### config.mk
export PLATFORM = sky130hd
export DESIGN_NAME = uart_rs232_rx_flat
export DESIGN_NICKNAME = d
export VERILOG_FILES = /design/src/rtl/uart_rs232_rx_if.sv /design/src/rtl/uart_rs232_rx.sv /design/src/flat_wrapper.sv
export SDC_FILE = /design/constraint.sdc
export NUM_CORES = 1
export LEC_CHECK = 0
export CORE_MARGIN = 5
export CORE_UTILIZATION = 50
export CTS_CLUSTER_SIZE = 16
export DETAILED_ROUTE_END_ITERATION = 6
export GPL_TIMING_DRIVEN = 0
export HOLD_SLACK_MARGIN = 0.12
export PLACE_DENSITY = 0.73
export SYNTH_ARGS = -nofsm -noshare
export SYNTH_HDL_FRONTEND = slang
export SYNTH_SLANG_ARGS = --single-unit
### constraint.sdc
create_clock -name Clk -period 6.2 [get_ports Clk]
set_input_delay 1.24 -clock Clk [delete_from_list [all_inputs] [get_ports Clk]]
set_output_delay 1.24 -clock Clk [all_outputs]
set_load 0.05 [all_outputs]
### src/rtl/uart_rs232_rx_if.sv
// ----------------------------------------------------------------------------
// uart_rs232_rx_if
//   Register-side bundle of the RS-232 receiver.
//   master : register block; programs RxEn/nBits and reads status/data.
//   slave  : receiver; consumes RxEn/nBits and drives RxData/RxDone/FrameErr/Busy.
//   Signals:
//     RxEn     enable detection of a new start bit
//     nBits    data bits per frame (6, 7 or 8)
//     RxData   last received data, right-justified
//     RxDone   one-cycle frame-complete strobe
//     FrameErr stop bit sampled low on the last frame
//     Busy     frame reception in progress
// ----------------------------------------------------------------------------
interface uart_rs232_rx_if;
    logic       RxEn;
    logic [3:0] nBits;
    logic [7:0] RxData;
    logic       RxDone;
    logic       FrameErr;
    logic       Busy;

    modport master (output RxEn, nBits, input RxData, RxDone, FrameErr, Busy);
    modport slave  (input RxEn, nBits, output RxData, RxDone, FrameErr, Busy);
endinterface

### src/rtl/uart_rs232_rx.sv
// ----------------------------------------------------------------------------
// uart_rs232_rx
//   RS-232 receiver for 6/7/8-bit frames (1 start, no parity, 1 stop, LSB
//   first), oversampling on a shared 16x-baud tick enable.
//   Ports:
//     Clk    system clock
//     Rst_n  asynchronous active-low reset
//     Rx     serial line, asynchronous to Clk, idle high
//     tick   16x baud enable, one Clk wide
//     rif    register-side bundle (slave modport)
// ----------------------------------------------------------------------------
module uart_rs232_rx (
    input  logic            Clk,
    input  logic            Rst_n,
    input  logic            Rx,
    input  logic            tick,
    uart_rs232_rx_if.slave  rif
);

    typedef enum logic [1:0] {IDLE, START, DATA, STOP} state_t;

    state_t     state;
    logic       rxMeta, rxS, rxD;
    logic [3:0] tickCnt;
    logic [3:0] bitCnt;
    logic [3:0] nb;
    logic [7:0] sh;
    logic [7:0] rxData;
    logic       rxDone, frameErr, busy;
    logic       nbValid, startEdge;

    assign nbValid   = (rif.nBits == 4'd6) || (rif.nBits == 4'd7) || (rif.nBits == 4'd8);
    assign startEdge = rxD & ~rxS;

    // Two-flop synchronizer plus one delayed copy for falling-edge detect.
    // Reset to the idle-high line level so reset release never looks like an edge.
    always_ff @(posedge Clk or negedge Rst_n) begin
        if (!Rst_n) begin
            rxMeta <= 1'b1;
            rxS    <= 1'b1;
            rxD    <= 1'b1;
        end else begin
            rxMeta <= Rx;
            rxS    <= rxMeta;
            rxD    <= rxS;
        end
    end

    always_ff @(posedge Clk or negedge Rst_n) begin
        if (!Rst_n) begin
            state    <= IDLE;
            tickCnt  <= '0;
            bitCnt   <= '0;
            nb       <= '0;
            sh       <= '0;
            rxData   <= '0;
            rxDone   <= 1'b0;
            frameErr <= 1'b0;
            busy     <= 1'b0;
        end else begin
            rxDone <= 1'b0;
            case (state)
                IDLE: begin
                    // A held-low line (e.g. after a bad stop bit) cannot restart
                    // a frame: an actual high-to-low transition is required.
                    if (rif.RxEn && nbValid && startEdge) begin
                        state   <= START;
                        nb      <= rif.nBits;
                        tickCnt <= '0;
                        busy    <= 1'b1;
                    end
                end
                START: begin
                    if (tick) begin
                        if (tickCnt == 4'd7) begin
                            tickCnt <= '0;
                            if (!rxS) begin
                                state  <= DATA;
                                bitCnt <= '0;
                            end else begin
                                // Line back high at mid start bit: a glitch.
                                state <= IDLE;
                                busy  <= 1'b0;
                            end
                        end else begin
                            tickCnt <= tickCnt + 4'd1;
                        end
                    end
                end
                DATA: begin
                    if (tick) begin
                        // Terminal count 15 wraps to 0, which is also the
                        // counter clear on entry to the next state.
                        tickCnt <= tickCnt + 4'd1;
                        if (tickCnt == 4'd15) begin
                            sh     <= {rxS, sh[7:1]};
                            bitCnt <= bitCnt + 4'd1;
                            if (bitCnt + 4'd1 == nb)
                                state <= STOP;
                        end
                    end
                end
                STOP: begin
                    if (tick) begin
                        tickCnt <= tickCnt + 4'd1;
                        if (tickCnt == 4'd15) begin
                            // Short frames sit in the top of sh; shift down.
                            rxData   <= sh >> (4'd8 - nb);
                            frameErr <= ~rxS;
                            rxDone   <= 1'b1;
                            busy     <= 1'b0;
                            state    <= IDLE;
                        end
                    end
                end
                default: state <= IDLE;
            endcase
        end
    end

    assign rif.RxData   = rxData;
    assign rif.RxDone   = rxDone;
    assign rif.FrameErr = frameErr;
    assign rif.Busy     = busy;

endmodule

### src/flat_wrapper.sv
// flat-port wrapper written by rule: the top's interface ports become plain ports
module uart_rs232_rx_flat 
  (Clk, Rst_n, Rx, tick, rif_RxEn, rif_nBits, rif_RxData, rif_RxDone, rif_FrameErr, rif_Busy);
  uart_rs232_rx_if rif_i ();
  input  logic Clk;
  input  logic Rst_n;
  input  logic Rx;
  input  logic tick;
  input wire logic [$bits(rif_i.RxEn)-1:0] rif_RxEn;
  input wire logic [$bits(rif_i.nBits)-1:0] rif_nBits;
  output wire logic [$bits(rif_i.RxData)-1:0] rif_RxData;
  output wire logic [$bits(rif_i.RxDone)-1:0] rif_RxDone;
  output wire logic [$bits(rif_i.FrameErr)-1:0] rif_FrameErr;
  output wire logic [$bits(rif_i.Busy)-1:0] rif_Busy;
  assign rif_i.RxEn = rif_RxEn;
  assign rif_i.nBits = rif_nBits;
  assign rif_RxData = rif_i.RxData;
  assign rif_RxDone = rif_i.RxDone;
  assign rif_FrameErr = rif_i.FrameErr;
  assign rif_Busy = rif_i.Busy;
  uart_rs232_rx u_core (.Clk(Clk), .Rst_n(Rst_n), .Rx(Rx), .tick(tick), .rif(rif_i));
endmodule
==> flow_summary.yaml, run 1 <==
place:
  hpwl_mm: 2.65
  io_buffers: 19
  place_congestion: 0.776
  numPlacedInstances: 228
power_and_ir_drop:
  p_sw_uw: 184
  powerDensity_nw_per_um2: 279
  max-vdd-ir-drop_mv: 0.109
  combPwrFrac_pct: 25.8
  p_int_uw: 421
  pwr-share-seq_pct: 46.9
  p_clk_share_pct: 27.3
  p_leak_nw: 0.956
  power.switching_fraction_pct: 30.4
cells_and_area:
  final_cells: 236
  fin_nets: 199
  diodes: 0
  areaGrowthSynthToFinish_pct: 18.2
  final_layout_size_suffix_gt1_share_pct: 18.1
  post-route-util_pct: 60.3
timing:
  slew_viol_final: 0
  setup_violations: 0
  fin_crit_sh_pct: 47.7
  skew_ns: 0.00313
  worst_slew_pin_slew_ns: 0.775
  setup-tns-final_ns: 0
  worst_hold_slack_ns: 0.362
  maxClockFrequency_ghz: 0.338
  fin_crit_ns: 2.96
  rsz0062_at_grt: "false"
  hold_viol: 0
  slew_headroom_pct: 48.3
route:
  via_count: 1333
  drt_first_pass_iters: 4
  drt_wl_total_mm: 3.49
  via_per_inst: 5.65
  wl_per_cell_um: 14.8
  dr.first_iter.drc_count: 99
  drc_errors: 0
  final_antenna_net_count: 0
floorplanning:
  die_height_um: 70.6
  placeableCoreArea_um2: 3610
  initial_core_util_pct: 51.0
  dieArea_um2: 4990
  die_x_um: 70.6
  ioPinCount: 20
  num_rows: 22
setup_path:
  crit_path_start_kind: "input pin"
  critical-path-top-delay-family: "simple AND/OR/NAND/NOR gates"
  crit_chain: "clkdlybuf4s50_1 -> or4b_4 -> a211o_1 -> buf_6 -> nand2_1 -> mux2_2"
  cp_num_buf_inv: 2
  arrival_ns: 3.13
  max_stage_delay_ns: 0.56
  required_ns: 6.37
  end_kind: "flop"
  crit_fanout: 8
  cp_slowest_cell: "or4b_4"
  crit_type: "input pin to flop"
clocking:
  clk_pin_slew_ns: 0.06
  max-clock-path-buffers: 2
  cts_resized: 0
  htree_levels: 2
  worstSkewPairLatency_ns: 0.28
  cts-root-buf: "clkbuf_8"
  cts_buffers: 5
  clock-sinks: 36
  cts_setup_buffers: 0
  cts_hold_buf: 0
  tritoncts: "yes"
global_routing:
  antenna_found_initial: 0
  grt_use_total_pct: 15.8
  overflow: 0
  grt_pass1_wl_mm: 6.26
  grt_max_degree: 37
  first_global_vias: 1316
yosys:
  synth_edf_count: 0
  avgSynthCellArea_um2: 11.4
  synthCells: 161
  ys_ff_latch: 36
  synth.distinct_cells: 44
  yosys_warnings: 0
  async_flop_share_pct: 100
  seq_area_frac_synth_pct: 49.2
  synth_area_um2: 1840
  syn-num-nets: 173
  yosys_most_used_dff: "dfrtp_1"
job:
  max_cap_violations: 0
run_status:
  status: "completed"
hold_path:
  hold_path_class: "flop to flop"
==> final cells by class <==
class / instances / area (µm²)
plain buffers: 8 / 41.3
clock buffers: 8 / 90.1
fillers: 301 / 1430
inverters: 4 / 15.0
multi-input cells: 113 / 877
flip-flops and latches: 36 / 905
well taps: 48 / 60.1
repair buffers: 19 / 185
==> cells in the final DEF, fill, tap and decap left out, drive strengths merged, types with 2 or more instances in the layout <==
cell type	synthesis	routed
clkbuf	3	11
nand3	6	6
nand2	13	13
o21ai	10	10
a22o	5	5
buf	5	6
clkdlybuf4s50	0	18
mux2i	10	10
nor2	9	9
nor2b	2	2
dfrtp	33	33
a21oi	3	3
mux4	2	2
inv	4	4
ha	3	3
nor3	2	2
xor2	3	3
dfstp	3	3
or4b	2	2
nand3b	4	4
mux2	16	16
xnor2	7	7
==> worst register-to-register path, stage by stage, from the launching register on <==
cell      delay, ns
dfrtp_1        0.32
clkbuf_1       0.23
buf_2          0.31
inv_1          0.08
ha_1           0.21
xor2_1         0.50
mux4_2         0.58
o21ai_0        0.14
==> layer usage <==
layer	wire [µm]	vias to the layer above	track usage [%]
li1	-	634	-
met1	1540	665	20.6
met4	56	0	6.05
met2	1690	28	24.2
met3	208	6	5.68
met5	0	-	0
==> flip-flops by register name, indices dropped and copies added, names as in the netlist, named ones only <==
register	flops
u_core.rif.RxData	8
u_core.sh	8
u_core.bitCnt	4
u_core.nb	4
u_core.tickCnt	4
u_core.rif.Busy	1
u_core.rif.FrameErr	1
u_core.rif.RxDone	1
u_core.rxD	1
u_core.rxMeta	1
u_core.rxS	1
u_core.state	1
==> stage by stage <==
stage	power (mW)	cell area, µm²	setup slack, ns
2_1_floorplan	0.405	1840	3.47
3_3_place_gp	0.434	2090	2.98
3_5_place_dp	0.443	2080	2.95
4_1_cts	0.612	2170	3.25
5_1_grt	0.644	2170	3.19
6_report	0.605	2170	3.24
==> path summary, 6_finish.rpt <==
kind	startpoint	endpoint	slack (ns)	depth (start not counted)
min in group asynchronous	Rst_n	u_core.rif.RxData[0]	1.03	1
worst max-delay path	rif_nBits[1]	u_core.tickCnt[1]	3.24	6
worst min register to register	u_core.rxMeta	u_core.rxS	0.36	0
max in group asynchronous	Rst_n	u_core.state[0]	4.68	1
worst max register to register	u_core.nb[0]	u_core.rif.RxData[0]	3.75	7
worst min-delay path	u_core.rxMeta	u_core.rxS	0.36	0
==> Yosys cell counts, drive strengths merged (4+ instances only) <==
cell type  instances  area, µm²
nand2             13       48.8
nand3              6       30.0
xnor2              7       61.3
nand3b             4       30.0
buf                5       30.0
mux2              16        180
nor2               9       33.8
a22o               5       43.8
inv                4       15.0
dfrtp             33        826
o21ai             10       53.8
mux2i             10        100
==> logic make-up (layout without fill, tap and decap cells) <==
family / Yosys count / count (layout) / share of synthesized area [%]
flops: 36 / 36 / 49.2
xor+xnor: 10 / 10 / 4.77
compound gates: 28 / 28 / 10.7
simple gates: 44 / 44 / 12.5
mux: 28 / 28 / 17.7
buf+inv: 12 / 39 / 3.06
fa+ha+maj: 3 / 3 / 2.04
==> power by group through the flow <==
stage / Clock [mW] / Combinational [mW] / Sequential [mW]
after floorplan: 0 / 0.124 / 0.281
after global placement: 0 / 0.148 / 0.286
after detailed placement: 0 / 0.155 / 0.288
after CTS: 0.171 / 0.157 / 0.284
after global routing: 0.181 / 0.176 / 0.287
final: 0.165 / 0.156 / 0.284
Note: power is estimated with default switching activity, not from simulation.
==> run 2, diff against run 1 <==
clock period = 2.8 ns   (was 6.2 ns; I/O delays follow)
==> results of run 2 <==
The final DEF is identical to that of run 1. Status: completed.
Main changes from that run: setup slack after placement 2.95 ns -> 0.225 ns; setup slack after layout 3.24 ns -> 0.347 ns; hold slack 0.362 ns -> 0.353 ns; start point of the critical path rif_nBits[1] -> u_core.nb[0]; end point of the critical path u_core.tickCnt[1] -> u_core.rif.RxData[0]; register-to-register setup slack 3.75 ns -> 0.35 ns; total power 0.605 mW -> 1.34 mW; worst IR drop on VDD 0.109 mV -> 0.242 mV
==> run 3, diff against run 2 <==
TNS_END_PERCENT = 1   (was unset)
==> results of run 3 <==
The final DEF is identical to that of run 1. Status: completed.
Main changes from that run: setup slack after placement 2.95 ns -> 0.225 ns; setup slack after layout 3.24 ns -> 0.347 ns; hold slack 0.362 ns -> 0.353 ns; start point of the critical path rif_nBits[1] -> u_core.nb[0]; end point of the critical path u_core.tickCnt[1] -> u_core.rif.RxData[0]; register-to-register setup slack 3.75 ns -> 0.35 ns; total power 0.605 mW -> 1.34 mW; worst IR drop on VDD 0.109 mV -> 0.242 mV
